**config.mk**
```make
export PLATFORM = sky130hd
export DESIGN_NAME = fd_tf32_seq
export DESIGN_NICKNAME = d
export VERILOG_FILES = /design/src/rtl/tf32_pkg.sv /design/src/rtl/tf32_div_norm.sv /design/src/rtl/fd_tf32_seq.sv
export SDC_FILE = /design/constraint.sdc
export NUM_CORES = 1
export LEC_CHECK = 0
export CAP_MARGIN = 10
export CORE_UTILIZATION = 30
export DETAILED_ROUTE_END_ITERATION = 6
export GPL_ROUTABILITY_DRIVEN = 0
export PLACE_DENSITY_LB_ADDON = 0.12
export SLEW_MARGIN = 30
export SYNTH_ARGS = -nofsm -noshare
export SYNTH_HDL_FRONTEND = slang
export SYNTH_SLANG_ARGS = --single-unit
```
**constraint.sdc**
```tcl
create_clock -name clk -period 3.3 [get_ports clk]
set_clock_uncertainty 0.1 [all_clocks]
set_input_delay 0.99 -clock clk [delete_from_list [all_inputs] [get_ports clk]]
set_output_delay 0.99 -clock clk [all_outputs]
set_load 0.005 [all_outputs]
```
**src/rtl/tf32_pkg.sv**
```systemverilog
// Shared TF32 definitions: field layout, bias, quotient width and the
// sequential divider's state encoding, plus field-extraction helpers.
package tf32_pkg;

  localparam int          EXP_W   = 8;
  localparam int          MAN_W   = 10;
  localparam int          BIAS    = 127;
  localparam int          QW      = MAN_W + 2;
  localparam int          TF_W    = 1 + EXP_W + MAN_W;
  localparam int          EW      = EXP_W + 2;
  localparam logic [7:0]  INF_EXP = 8'hFF;

  typedef enum logic [1:0] {
    ST_IDLE = 2'd0,
    ST_DIV  = 2'd1,
    ST_NORM = 2'd2,
    ST_DONE = 2'd3
  } div_state_e;

  function automatic logic tf_sign(input logic [TF_W-1:0] v);
    return v[TF_W-1];
  endfunction

  function automatic logic [EXP_W-1:0] tf_exp(input logic [TF_W-1:0] v);
    return v[TF_W-2:MAN_W];
  endfunction

  function automatic logic [MAN_W-1:0] tf_man(input logic [TF_W-1:0] v);
    return v[MAN_W-1:0];
  endfunction

endpackage

```
**src/rtl/tf32_div_norm.sv**
```systemverilog
// Combinational normalisation of a restoring-division quotient into a
// 19-bit TF32 result. Truncating, exponent wraps modulo 256.
module tf32_div_norm
  import tf32_pkg::*;
(
  input  logic            s,
  input  logic [EW-1:0]   e,
  input  logic [QW-1:0]   q,
  output logic [TF_W-1:0] res
);

  logic [EXP_W-1:0] e_b;

  // Quotient lies in (0.5, 2): leading bit picks the exponent adjust and fraction window
  always_comb begin
    if (q[QW-1]) begin
      e_b = EXP_W'(e + EW'(BIAS));
      res = {s, e_b, q[QW-2:1]};
    end else begin
      e_b = EXP_W'(e + EW'(BIAS - 1));
      res = {s, e_b, q[QW-3:0]};
    end
  end

endmodule

```
**src/rtl/fd_tf32_seq.sv**
```systemverilog
// Iterative TF32 divider (num1/num2), restoring, one quotient bit per cycle,
// ready/valid on both sides.
// Optional build macro TF32_APPROX_DIV_EN: shortens the iteration count from
// the exponent range and leaves the skipped low quotient bits at zero.
//
// state   | meaning
// IDLE    | in_ready=1, waiting for operands
// DIV     | one restoring step per cycle, MSB first
// NORM    | pack quotient/exponent/sign into the result register
// DONE    | out_valid=1, result held until out_ready
module fd_tf32_seq
  import tf32_pkg::*;
(
  input  logic            clk,
  input  logic            rst_n,
  input  logic            in_valid,
  output logic            in_ready,
  input  logic [TF_W-1:0] num1,
  input  logic [TF_W-1:0] num2,
  output logic            out_valid,
  input  logic            out_ready,
  output logic [TF_W-1:0] out,
  output logic            div_by_zero
);

  div_state_e      state_q, state_d;
  logic            s_q, s_d;
  logic [EW-1:0]   e_q, e_d;
  logic [MAN_W:0]  d_q, d_d;
  logic [QW-1:0]   r_q, r_d;
  logic [3:0]      cnt_q, cnt_d;
  logic [QW-1:0]   q_q, q_d;
  logic [TF_W-1:0] out_q, out_d;
  logic            dz_q, dz_d;

  logic [TF_W-1:0] norm_res;
  logic [3:0]      last_cnt;
  logic [3:0]      bit_idx;
  logic [QW-1:0]   r_diff;

  tf32_div_norm u_norm (
    .s   (s_q),
    .e   (e_q),
    .q   (q_q),
    .res (norm_res)
  );

`ifdef TF32_APPROX_DIV_EN
  logic [3:0] rg;
  logic [3:0] k;

  // Exponent range sets how many quotient bits are worth computing
  always_comb begin
    rg       = e_q[7:4];
    k        = (rg <= 4'd7) ? rg : (4'd15 - rg);
    last_cnt = 4'(QW - 1) - k;
  end
`else
  assign last_cnt = 4'(QW - 1);
`endif

  assign bit_idx = 4'(QW - 1) - cnt_q;
  assign r_diff  = r_q - {1'b0, d_q};

  // State and datapath registers; reset aborts any division in flight
  always_ff @(posedge clk or negedge rst_n) begin
    if (!rst_n) begin
      state_q <= ST_IDLE;
      s_q     <= 1'b0;
      e_q     <= '0;
      d_q     <= '0;
      r_q     <= '0;
      cnt_q   <= '0;
      q_q     <= '0;
      out_q   <= '0;
      dz_q    <= 1'b0;
    end else begin
      state_q <= state_d;
      s_q     <= s_d;
      e_q     <= e_d;
      d_q     <= d_d;
      r_q     <= r_d;
      cnt_q   <= cnt_d;
      q_q     <= q_d;
      out_q   <= out_d;
      dz_q    <= dz_d;
    end
  end

  // Next state and next datapath values
  always_comb begin
    state_d = state_q;
    s_d     = s_q;
    e_d     = e_q;
    d_d     = d_q;
    r_d     = r_q;
    cnt_d   = cnt_q;
    q_d     = q_q;
    out_d   = out_q;
    dz_d    = dz_q;
    case (state_q)
      ST_IDLE: begin
        if (in_valid) begin
          s_d   = tf_sign(num1) ^ tf_sign(num2);
          e_d   = {2'b0, tf_exp(num1)} - {2'b0, tf_exp(num2)};
          d_d   = {1'b1, tf_man(num2)};
          r_d   = {2'b01, tf_man(num1)};
          cnt_d = '0;
          q_d   = '0;
          dz_d  = 1'b0;
          if (tf_exp(num2) == '0) begin
            out_d   = {s_d, INF_EXP, {MAN_W{1'b0}}};
            dz_d    = 1'b1;
            state_d = ST_DONE;
          end else if (tf_exp(num1) == '0) begin
            out_d   = {s_d, {EXP_W{1'b0}}, {MAN_W{1'b0}}};
            state_d = ST_DONE;
          end else begin
            state_d = ST_DIV;
          end
        end
      end
      ST_DIV: begin
        if (r_q >= {1'b0, d_q}) begin
          q_d[bit_idx] = 1'b1;
          r_d          = {r_diff[QW-2:0], 1'b0};
        end else begin
          r_d          = {r_q[QW-2:0], 1'b0};
        end
        cnt_d = cnt_q + 4'd1;
        if (cnt_q == last_cnt) state_d = ST_NORM;
      end
      ST_NORM: begin
        out_d   = norm_res;
        state_d = ST_DONE;
      end
      ST_DONE: begin
        if (out_ready) state_d = ST_IDLE;
      end
      default: state_d = ST_IDLE;
    endcase
  end

  // Handshake outputs decode directly from state
  always_comb begin
    in_ready    = (state_q == ST_IDLE);
    out_valid   = (state_q == ST_DONE);
    out         = out_q;
    div_by_zero = dz_q;
  end

endmodule

```
==> results.toml, run 1 <==
[die]
die-area_um2 = 14700
die_w_um = 121
core_area_um2 = 13900
fp.dieH_um = 121
io_pins = 64
rows = 43
start_util_pct = 30.8

[synth]
synthAdderAreaFrac_pct = 9.43
yosysTopAreaCellShare_pct = 41.0
synthesis.area_um2 = 4270
synth-edff-count = 0
synth_top_family_by_area = "compound AO/OA/AOI/OAI gates"
synth_common_cells = "dfrtp_1 (70), nand2_1 (53), inv_1 (32)"
syn_nets = 518
synthXorXnorAreaFrac_pct = 3.90
synth-async-reset-ratio_pct = 100
synth_area_leaders = "dfrtp_1 (41%), ha_1 (8.5%), mux2_2 (5.3%), nand2_1 (4.7%), a21oi_1 (2.8%)"
syn-mean-instance-area_um2 = 9.60
netlist_instances = 445
ys_ff_latch = 70
synthSimpleGateAreaFrac_pct = 15.6
yosys_warnings = 0
yosys_most_used_dff = "dfrtp_1"
yosysUniqueCellTypes = 63
synthMuxAreaShare_pct = 6.44
synth_compound_area_share_pct = 18.8
yosysMostFrequentCell = "dfrtp_1"
seq_area_frac_synth_pct = 41.0
synth_top_area_cell = "dfrtp_1"

[sta]
fin_tns_setup_ps = 0
final_period_minus_worst_setup_slack_ps = 2830
final_min_period_over_clock_period_pct = 85.8
hold_viol = 0
slew_headroom_pct = 49.5
final-setup-viol-count = 0
drv_slew = 0
rsz0062_at_grt = "false"
worstMarginPinSlew_ps = 748
fmax_ghz = 0.353
whs_ps = 378

[route]
drt_iter0_markers = 117
vias_per_cell = 4.76
wire_per_inst_um = 14.3
ant_nets = 0
first_pass_iters = 5
wirelength_um = 10000
via_count = 3337
drc = 0

[place]
hpwl_um = 7770
numPortBuffers = 63

[final_layout]
nFillCells = 1415
n_antenna_cell = 0
drive_gt1_share_pct = 13.2
synthToLayoutAreaGrowth_pct = 27.6
nets = 589

[critical_path]
path_class = "input port to flip-flop"
cp_cell_sequence = "clkdlybuf4s50_1, inv_1, ha_1, fa_1, nor2b_1, o21ai_0, a21boi_1, o21a_1, nor3_1, o31ai_1"
cp_slowest_cell = "clkdlybuf4s50_1"
worst_setup_path_end_kind = "flip-flop"
crit_fanout = 2
crit_path_max_incr_delay_ps = 480
worstPathArrival_ps = 2980
required_ps = 3440
critical_path_buf_inv_count = 2
start_kind = "input port"
cp_top_family = "compound AO/OA/AOI/OAI gates"

[pwr]
p_sw_share_pct = 40.8
power_frac_seq_pct = 27.2
clkPwrFrac_pct = 19.0
p_comb_share_pct = 53.8
internal-power_uw = 3010
p_leak_uw = 0.00243
ir_drop_mv = 0.415
power.switching_uw = 2080
cellPowerDensity_nw_per_um2 = 934

[global_routing]
grt_pass1_vias = 3412
antenna_found_initial = 0
grt_pass1_wl_um = 16900
grt_max_degree = 31
grt_usage_pct = 15.0
grt-ovfl-total = 0

[outcome]
status = "completed"

[cts]
cts_setup_buffers = 0
cts_sinks = 70
cts_buffers = 9
cts-root-buf = "clkbuf_16"
cts.repair.resized = 0
clock_latency_ps = 340
cts_hold_buf = 0
clkTransAtPathRegs_ps = 50
cts_tree = "built"
clock_path_buffers = 2
htreeDepth = 3

[worst_hold_path]
worst_hold_path_type = "flip-flop to flip-flop"

[job]
timing.max_cap.violations = 0
## cell families (layout without fill, tap and decap cells)
kind of cell,count (synthesis),after routing
and+or+nand+nor,129,129
AOI/OAI and AO/OA,123,123
DFF,70,70
buffers and inverters,49,125
adders and majority gates,31,31
muxes,24,24
xor gates and xnor gates,19,19
## worst min-delay path, delay by kind of cell (launching register included)
| kind | cells | cell delay, ps |
|---|---|---|
| flip-flops | 1 | 320 |
| buffers and inverters | 1 | 60 |
| AND/OR/NAND/NOR | 1 | 60 |
## sequential cells by signal, summed over array words and instances (netlist names)
name,cells
d_q,11
cnt_q,4
out,19
state_q,2
e_q,8
q_q,12
r_q,12
s_q,1
div_by_zero,1
## layout make-up
type                    instances  area, µm²  share of cell area [%]
clock buffers                  10        239                    4.38
flip-flops and latches         70       1750                    32.1
multi-input cells             326       2310                    42.4
well taps                     180        225                    4.13
inverters                      33        124                    2.27
clock inverters                 6       61.3                    1.12
repair buffers                 76        736                    13.5
## power groups by stage
| stage | clock network (µW) | logic [µW] | registers, µW |
|---|---|---|---|
| after floorplan | 0 | 2070 | 1330 |
| after global placement | 0 | 2740 | 1400 |
| after detailed placement | 0 | 2760 | 1410 |
| after CTS | 1010 | 2780 | 1390 |
| after global routing | 1040 | 3090 | 1440 |
| final | 970 | 2740 | 1380 |
## worst paths after layout
check	from	end	slack, ps	cells after the start
max in group asynchronous	rst_n	r_q[8]$_DFFE_PN0P_	1750	2
min in group asynchronous	rst_n	q_q[8]$_DFFE_PN0P_	540	1
worst min register to register	d_q[10]$_DFFE_PN0P_	d_q[10]$_DFFE_PN0P_	380	2
worst max register to register	d_q[0]$_DFFE_PN0P_	r_q[7]$_DFFE_PN0P_	730	8
worst min-delay path	d_q[10]$_DFFE_PN0P_	d_q[10]$_DFFE_PN0P_	380	2
worst max-delay path	num1[10]	e_q[6]$_DFFE_PN0P_	470	10
## per-layer routing
layer / vias to the layer above / wire, µm / global-route usage (%)
li1: 1739 / - / -
met1: 1526 / 4870 / 19.3
met2: 62 / 4620 / 24.0
met3: 10 / 412 / 4.46
met4: 0 / 116 / 5.02
met5: - / 0 / 0
## placed cells by master, fill, tap and decap left out, types with 3 or more instances in the layout
cell type,synthesis,final
ha_1,29,29
clkdlybuf4s50_1,0,62
o21ai_0,24,24
xor2_1,11,11
dfrtp_1,70,70
a211oi_1,4,4
o21ai_1,19,19
mux2_2,20,20
a21oi_1,24,24
nand2_1,53,53
nor2_1,18,18
and3_1,7,7
clkbuf_16,0,9
a311oi_1,3,3
o21a_1,5,5
a41oi_1,5,5
nand2b_1,3,3
a31oi_1,4,4
inv_1,32,32
a21o_1,8,8
nor2b_1,4,4
nand3_1,7,7
o31ai_1,4,4
a22o_1,8,8
or3_1,7,7
nor3_1,6,6
xnor2_1,8,8
clkinv_2,0,3
buf_4,0,12
## per-stage QoR
step	setup slack [ps]	power (µW)	util [%]	cells	area (µm²)
floorplan	777	3400	-	445	4270
global placement	102	4140	37.1	685	5150
detailed placement	120	4170	37.1	685	5150
CTS	476	5180	39.3	701	5450
global route	374	5570	39.3	701	5450
finish	469	5090	39.3	701	5450
Power figures use the tool's default switching activity.
==> run 2: changes to the inputs <==
- CAP_MARGIN: 10 -> unset
==> results of run 2 <==
No change in the layout: final DEF, timing and power equal those of run 1.
==> run 3: changes to the inputs <==
- SLEW_MARGIN: 30 -> 20
==> results of run 3 <==
No change in the layout: final DEF, timing and power equal those of run 1.
